## src/rtl/cpu_pkg.sv

```systemverilog
// Widths, ALU opcodes and the pipeline control bundle shared by the pipeline registers
// of the 16-bit, 8-register core.
package cpu_pkg;

  localparam int unsigned DATA_W = 16;
  localparam int unsigned ADDR_W = 3;
  localparam int unsigned OP_W   = 4;

  localparam logic [OP_W-1:0] AluAdd  = 4'h0;
  localparam logic [OP_W-1:0] AluSub  = 4'h1;
  localparam logic [OP_W-1:0] AluAnd  = 4'h2;
  localparam logic [OP_W-1:0] AluOr   = 4'h3;
  localparam logic [OP_W-1:0] AluXor  = 4'h4;
  localparam logic [OP_W-1:0] AluSll  = 4'h5;
  localparam logic [OP_W-1:0] AluSrl  = 4'h6;
  localparam logic [OP_W-1:0] AluSra  = 4'h7;
  localparam logic [OP_W-1:0] AluSlt  = 4'h8;
  localparam logic [OP_W-1:0] AluPass = 4'h9;

  typedef struct packed {
    logic valid;
    logic wb;
    logic mem_read;
  } ctrl_t;

  // An all-zero control bundle is a bubble in every pipeline register.
  localparam ctrl_t BUBBLE = '0;

  // Side effects of an empty decode slot must never reach later stages.
  function automatic ctrl_t capture_ctrl(input logic valid, input logic wb,
                                         input logic mem_read);
    ctrl_t c;
    c.valid    = valid;
    c.wb       = valid & wb;
    c.mem_read = valid & mem_read;
    return c;
  endfunction

endpackage

```

## src/rtl/load_use_detect.sv

```systemverilog
// Flags an instruction in decode that reads the destination of a load still in execute.
module load_use_detect
  import cpu_pkg::*;
(
  input  logic              ex_valid_i,
  input  logic              ex_wb_i,
  input  logic              ex_mem_read_i,
  input  logic [ADDR_W-1:0] ex_dst_addr_i,
  input  logic              dec_valid_i,
  input  logic              dec_use1_i,
  input  logic [ADDR_W-1:0] dec_src1_addr_i,
  input  logic              dec_use2_i,
  input  logic [ADDR_W-1:0] dec_src2_addr_i,
  output logic              lu_o
);

  logic ex_is_load;
  logic hit1;
  logic hit2;

  always_comb begin
    ex_is_load = ex_valid_i & ex_mem_read_i & ex_wb_i;
    hit1       = dec_use1_i & (dec_src1_addr_i == ex_dst_addr_i);
    hit2       = dec_use2_i & (dec_src2_addr_i == ex_dst_addr_i);
    // Both operands hitting still yields a single hazard, hence a single bubble.
    lu_o       = ex_is_load & dec_valid_i & (hit1 | hit2);
  end

endmodule

```

## src/rtl/id_ex_stage.sv

```systemverilog
// Decode/execute pipeline register: forwarded operand capture, load-use stall with bubble
// insertion, branch flush, downstream hold and a saturating stall-cycle counter.
module id_ex_stage
  import cpu_pkg::*;
#(
  parameter int unsigned CNT_W = 16
) (
  input  logic              clk,
  input  logic              rst_n,
  input  logic              dec_valid,
  input  logic [ADDR_W-1:0] dec_src1_addr,
  input  logic [ADDR_W-1:0] dec_src2_addr,
  input  logic              dec_use1,
  input  logic              dec_use2,
  input  logic [DATA_W-1:0] dec_src1_val,
  input  logic [DATA_W-1:0] dec_src2_val,
  input  logic [ADDR_W-1:0] dec_dst_addr,
  input  logic              dec_wb,
  input  logic              dec_mem_read,
  input  logic [OP_W-1:0]   dec_alu_op,
  input  logic [DATA_W-1:0] dec_imm,
  input  logic              fwd_ctrl1,
  input  logic              fwd_ctrl2,
  input  logic [DATA_W-1:0] fwd_result1,
  input  logic [DATA_W-1:0] fwd_result2,
  input  logic              flush,
  input  logic              hold,
  output logic              ex_valid,
  output logic              ex_wb,
  output logic              ex_mem_read,
  output logic [DATA_W-1:0] ex_src1_val,
  output logic [DATA_W-1:0] ex_src2_val,
  output logic [DATA_W-1:0] ex_imm,
  output logic [ADDR_W-1:0] ex_dst_addr,
  output logic [OP_W-1:0]   ex_alu_op,
  output logic              stall,
  output logic [CNT_W-1:0]  stall_count
);

  ctrl_t             ctrl_q, ctrl_d;
  logic [DATA_W-1:0] src1_q, src1_d;
  logic [DATA_W-1:0] src2_q, src2_d;
  logic [DATA_W-1:0] imm_q, imm_d;
  logic [ADDR_W-1:0] dst_q, dst_d;
  logic [OP_W-1:0]   op_q, op_d;
  logic [CNT_W-1:0]  cnt_q, cnt_d;

  logic              lu;
  logic [DATA_W-1:0] opnd1;
  logic [DATA_W-1:0] opnd2;

  load_use_detect u_load_use_detect (
    .ex_valid_i      (ctrl_q.valid),
    .ex_wb_i         (ctrl_q.wb),
    .ex_mem_read_i   (ctrl_q.mem_read),
    .ex_dst_addr_i   (dst_q),
    .dec_valid_i     (dec_valid),
    .dec_use1_i      (dec_use1),
    .dec_src1_addr_i (dec_src1_addr),
    .dec_use2_i      (dec_use2),
    .dec_src2_addr_i (dec_src2_addr),
    .lu_o            (lu)
  );

  // A flush kills the instruction that caused the stall, so it overrides both stall sources.
  assign stall = (lu | hold) & ~flush & rst_n;

  always_comb begin
    opnd1 = fwd_ctrl1 ? fwd_result1 : dec_src1_val;
    opnd2 = fwd_ctrl2 ? fwd_result2 : dec_src2_val;
  end

  always_comb begin
    ctrl_d = ctrl_q;
    src1_d = src1_q;
    src2_d = src2_q;
    imm_d  = imm_q;
    dst_d  = dst_q;
    op_d   = op_q;
    cnt_d  = cnt_q;

    if (flush) begin
      ctrl_d = BUBBLE;
      src1_d = '0;
      src2_d = '0;
      imm_d  = '0;
      dst_d  = '0;
      op_d   = '0;
    end else if (hold) begin
      // Frozen stage: a pending load-use hazard is resolved once hold drops.
    end else if (lu) begin
      ctrl_d = BUBBLE;
      src1_d = '0;
      src2_d = '0;
      imm_d  = '0;
      dst_d  = '0;
      op_d   = '0;
      if (cnt_q != {CNT_W{1'b1}}) begin
        cnt_d = cnt_q + CNT_W'(1);
      end
    end else begin
      ctrl_d = capture_ctrl(dec_valid, dec_wb, dec_mem_read);
      src1_d = opnd1;
      src2_d = opnd2;
      imm_d  = dec_imm;
      dst_d  = dec_dst_addr;
      op_d   = dec_alu_op;
    end
  end

  always_ff @(posedge clk) begin
    if (!rst_n) begin
      ctrl_q <= BUBBLE;
      src1_q <= '0;
      src2_q <= '0;
      imm_q  <= '0;
      dst_q  <= '0;
      op_q   <= '0;
      cnt_q  <= '0;
    end else begin
      ctrl_q <= ctrl_d;
      src1_q <= src1_d;
      src2_q <= src2_d;
      imm_q  <= imm_d;
      dst_q  <= dst_d;
      op_q   <= op_d;
      cnt_q  <= cnt_d;
    end
  end

  assign ex_valid    = ctrl_q.valid;
  assign ex_wb       = ctrl_q.wb;
  assign ex_mem_read = ctrl_q.mem_read;
  assign ex_src1_val = src1_q;
  assign ex_src2_val = src2_q;
  assign ex_imm      = imm_q;
  assign ex_dst_addr = dst_q;
  assign ex_alu_op   = op_q;
  assign stall_count = cnt_q;

endmodule

```

## config.mk

```make
export PLATFORM = sky130hd
export DESIGN_NAME = id_ex_stage
export DESIGN_NICKNAME = d
export VERILOG_FILES = /design/src/rtl/cpu_pkg.sv /design/src/rtl/load_use_detect.sv /design/src/rtl/id_ex_stage.sv
export SDC_FILE = /design/constraint.sdc
export NUM_CORES = 1
export LEC_CHECK = 0
export ABC_AREA = 1
export CORE_UTILIZATION = 40
export DETAILED_ROUTE_END_ITERATION = 8
export PLACE_DENSITY = 0.78
export SLEW_MARGIN = 20
export SYNTH_ARGS = -nofsm -noshare
export SYNTH_HDL_FRONTEND = slang
export SYNTH_SLANG_ARGS = --single-unit
```

## constraint.sdc

```tcl
create_clock -name clk -period 2.1 [get_ports clk]
set_input_delay 0.42 -clock clk [delete_from_list [all_inputs] [get_ports clk]]
set_output_delay 0.42 -clock clk [all_outputs]
set_load 0.005 [all_outputs]
```

==> results by group <==
Layout
  – Non-Filler Instances: 776
  – Commonest non-fill, non-tap cell in the layout: clkdlybuf4s50_1
  – Most frequent cells in the layout: 172 x clkdlybuf4s50_1, 131 x nand2_1, 74 x dfxtp_1
  – Nets: 767
  – Area growth, synth to finish: 57.9%
  – Final Cell Area: 0.00565 sq mm
  – Share of layout cells above drive strength 1: 13.2%
  – Filler cells: 741

Drt
  – DRT iter0 DRCs: 128
  – Via count: 3831
  – Antenna viol nets, final: 0
  – Number of remaining DRC errors: 0
  – Total wire length: 10.7 mm
  – Wire per inst: 13.8 um
  – Via-to-Cell Ratio: 4.94
  – Pre-antenna DRT Iters: 4

GRT
  – Antenna violations before repair: 1
  – First-pass GRT wire length: 16.4 mm
  – Largest net degree at the start of global routing: 59
  – Vias in the first global route: 3582
  – Grt ovf: 0
  – GRT Util Overall: 23.1%

Worst setup path
  – Crit end category: output pin
  – Critical path arrival: 1630 ps
  – WP data required: 1680 ps
  – Crit Path Class: input pin to output pin
  – CP Launch Type: input pin
  – Crit-path max FO: 2

Synth
  – Post-Synth Simple-Gate Area: 31.9%
  – Synthesis-stage register bit count: 74
  – Post-synthesis cell area: 0.00358 sq mm
  – Synth cell types: 21
  – YS warnings: 0
  – Compound-Gate Fraction of Synth Area: 8.25%
  – Synth Area in XOR/XNOR: 0.979%
  – Adder-Cell Fraction of Synth Area: 0.350%
  – Avg Cell Area, Syn: 7.30 sq um
  – Post-synthesis cell count: 490
  – Syn Nets: 595
  – Mux cell area share after synthesis: 10.1%
  – Register area share after synthesis: 41.4%
  – Main combinational cell family by area after synthesis: simple AND/OR/NAND/NOR gates

Place
  – Pre-CTS setup slack: -362 ps
  – GP Congestion: 0.837
  – Port-buffer cells: 178
  – Placed insts: 759
  – Placed Area: 0.00544 sq mm
  – Dpl hpwl: 7.69 mm

Clock tree
  – Clock sinks: 74
  – CTS H-tree lvls: 3
  – CTS tree: done
  – Clk slew on worst S/H paths: 90 ps
  – Post-CTS Setup Inserts: 0
  – Hold_buf cts: 0
  – Maximum buffer depth of the clock tree: 2
  – Cts bufs inserted: 9
  – Worst skew pair latency: 350 ps
  – Root Buffer: clkbuf_8

Timing
  – Crit share post-route: 97.8%
  – F_max: 487 MHz
  – Worst Skew: 11.2 ps
  – Slew Viols, Final: 0
  – Max_slew headroom: 58.4%
  – Fin. Hold Viols: 0
  – Final min period: 2050 ps
  – Final WS setup: 47.2 ps
  – Setup Viol. Count Final: 0
  – Actual slew at the worst max-slew pin: 625 ps

Die
  – Die W: 96.6 um
  – Starting Density: 41.2%
  – Core area: 0.00868 sq mm
  – I/O pins: 179
  – Rows: 34
  – Die Ht: 96.6 um
  – Die Area: 0.00932 sq mm

Power and ir drop
  – Leak: 2.20 nW
  – Max VDD drop: 375 uV
  – Cell Pwr Density: 546 mW/mm^2

Run status
  – Outcome: finished, final reports clean

Min path
  – Class of the worst hold path: flop to flop

Flow run
  – Maxcap violations: 0
[timing repair]
item / 4_1_cts / 5_1_grt
endpoints found under the setup margin: 1 / 1
gates resized for setup: 4 / 5
pin swaps: 0 / 3
[layer usage]
| metal | part of all wire (%) | wire [um] | up-vias | track usage [%] |
|---|---|---|---|---|
| met5 | 0 | 0 | - | 0 |
| met4 | 2.2 | 235 | 0 | 9.56 |
| met3 | 7.8 | 838 | 20 | 8.61 |
| met2 | 50 | 5380 | 114 | 39.4 |
| met1 | 40 | 4280 | 1760 | 25.8 |
| li1 | - | - | 1937 | - |
[worst max-delay path, cell delays in order]
cell	delay (ps)
clkdlybuf4s50_1	490
inv_1	40
nand2_1	50
nand2_1	60
nor2_1	120
nand2_1	80
nand2_2	80
nand2_2	60
a21oi_2	110
buf_2	130
[worst paths after layout]
check,startpoint,endpoint,slack [ps],cells after the start
hold / removal,ex_imm[8],ex_imm[8],460,2
setup reg to reg,stall_count[0],stall_count[15],340,12
setup / recovery,dec_src2_addr[1],stall,50,10
hold reg to reg,ex_imm[8],ex_imm[8],460,2
[sequential cells by signal (all words and copies together), names as in the netlist, 3 cells and up]
name / flops
ex_alu_op: 4
ex_src2_val: 16
ex_src1_val: 16
ex_dst_addr: 3
ex_imm: 16
stall_count: 16
[kinds of logic (layout without fill, tap and decap cells)]
family,count (synthesis),count (layout)
adders and majority gates,1,1
xor gates and xnor gates,4,4
buffers and inverters,54,231
AOI/OAI and AO/OA,59,59
other,0,1
and+or+nand+nor,266,266
muxes,32,32
DFF,74,74
[power breakdown]
group | leakage, nW | internal, mW | switching, mW
Sequential | 0.601 | 1.44 | 0.0212
Combinational | 1.50 | 0.326 | 0.184
Clock | 0.103 | 0.578 | 0.537
Total | 2.20 | 2.34 | 0.742
[final cells by class]
| type | count | area [sq um] | share of cell area (%) |
|---|---|---|---|
| repair buffers | 194 | 1900 | 33.7 |
| multi-input cells | 362 | 1850 | 32.8 |
| flip-flops and latches | 74 | 1480 | 26.2 |
| clock buffers | 11 | 141 | 2.50 |
| well taps | 108 | 135 | 2.39 |
| inverters | 21 | 78.8 | 1.40 |
| clock inverters | 5 | 53.8 | 0.953 |
| diodes | 1 | 2.50 | 0.0443 |
[synthesized netlist by cell type]
master	number	area, sq um
nand2_1	132	495
dfxtp_1	74	1480
nand3_1	61	305
a21oi_1	59	295
nor2_1	50	188
mux2_2	32	360
inv_1	18	67.6
buf_2	14	70.1
nor2_2	13	81.3
clkbuf_1	10	37.5
buf_1	5	18.8
buf_6	4	45.0
xor2_1	4	35.0
inv_2	3	11.3
nand2_2	3	18.8
nand4_1	3	18.8
ha_1	1	12.5
nand3_2	1	10.0
nand3b_1	1	7.51
nand4_2	1	12.5
nor3_1	1	5.00
[stage by stage]
| step | power (mW) | TNS [ps] | hold slack, ps | utilization [%] |
|---|---|---|---|---|
| after floorplan | 1.69 | 0 | 453 | - |
| after global placement | 1.99 | -2750 | 447 | 62.7 |
| after detailed placement | 2.00 | -3940 | 454 | 62.7 |
| after CTS | 3.11 | 0 | 467 | 64.9 |
| after global routing | 3.22 | -23.7 | 489 | 65.0 |
| final | 3.09 | 0 | 465 | 65.1 |
Note: power is estimated with default switching activity, not from simulation.
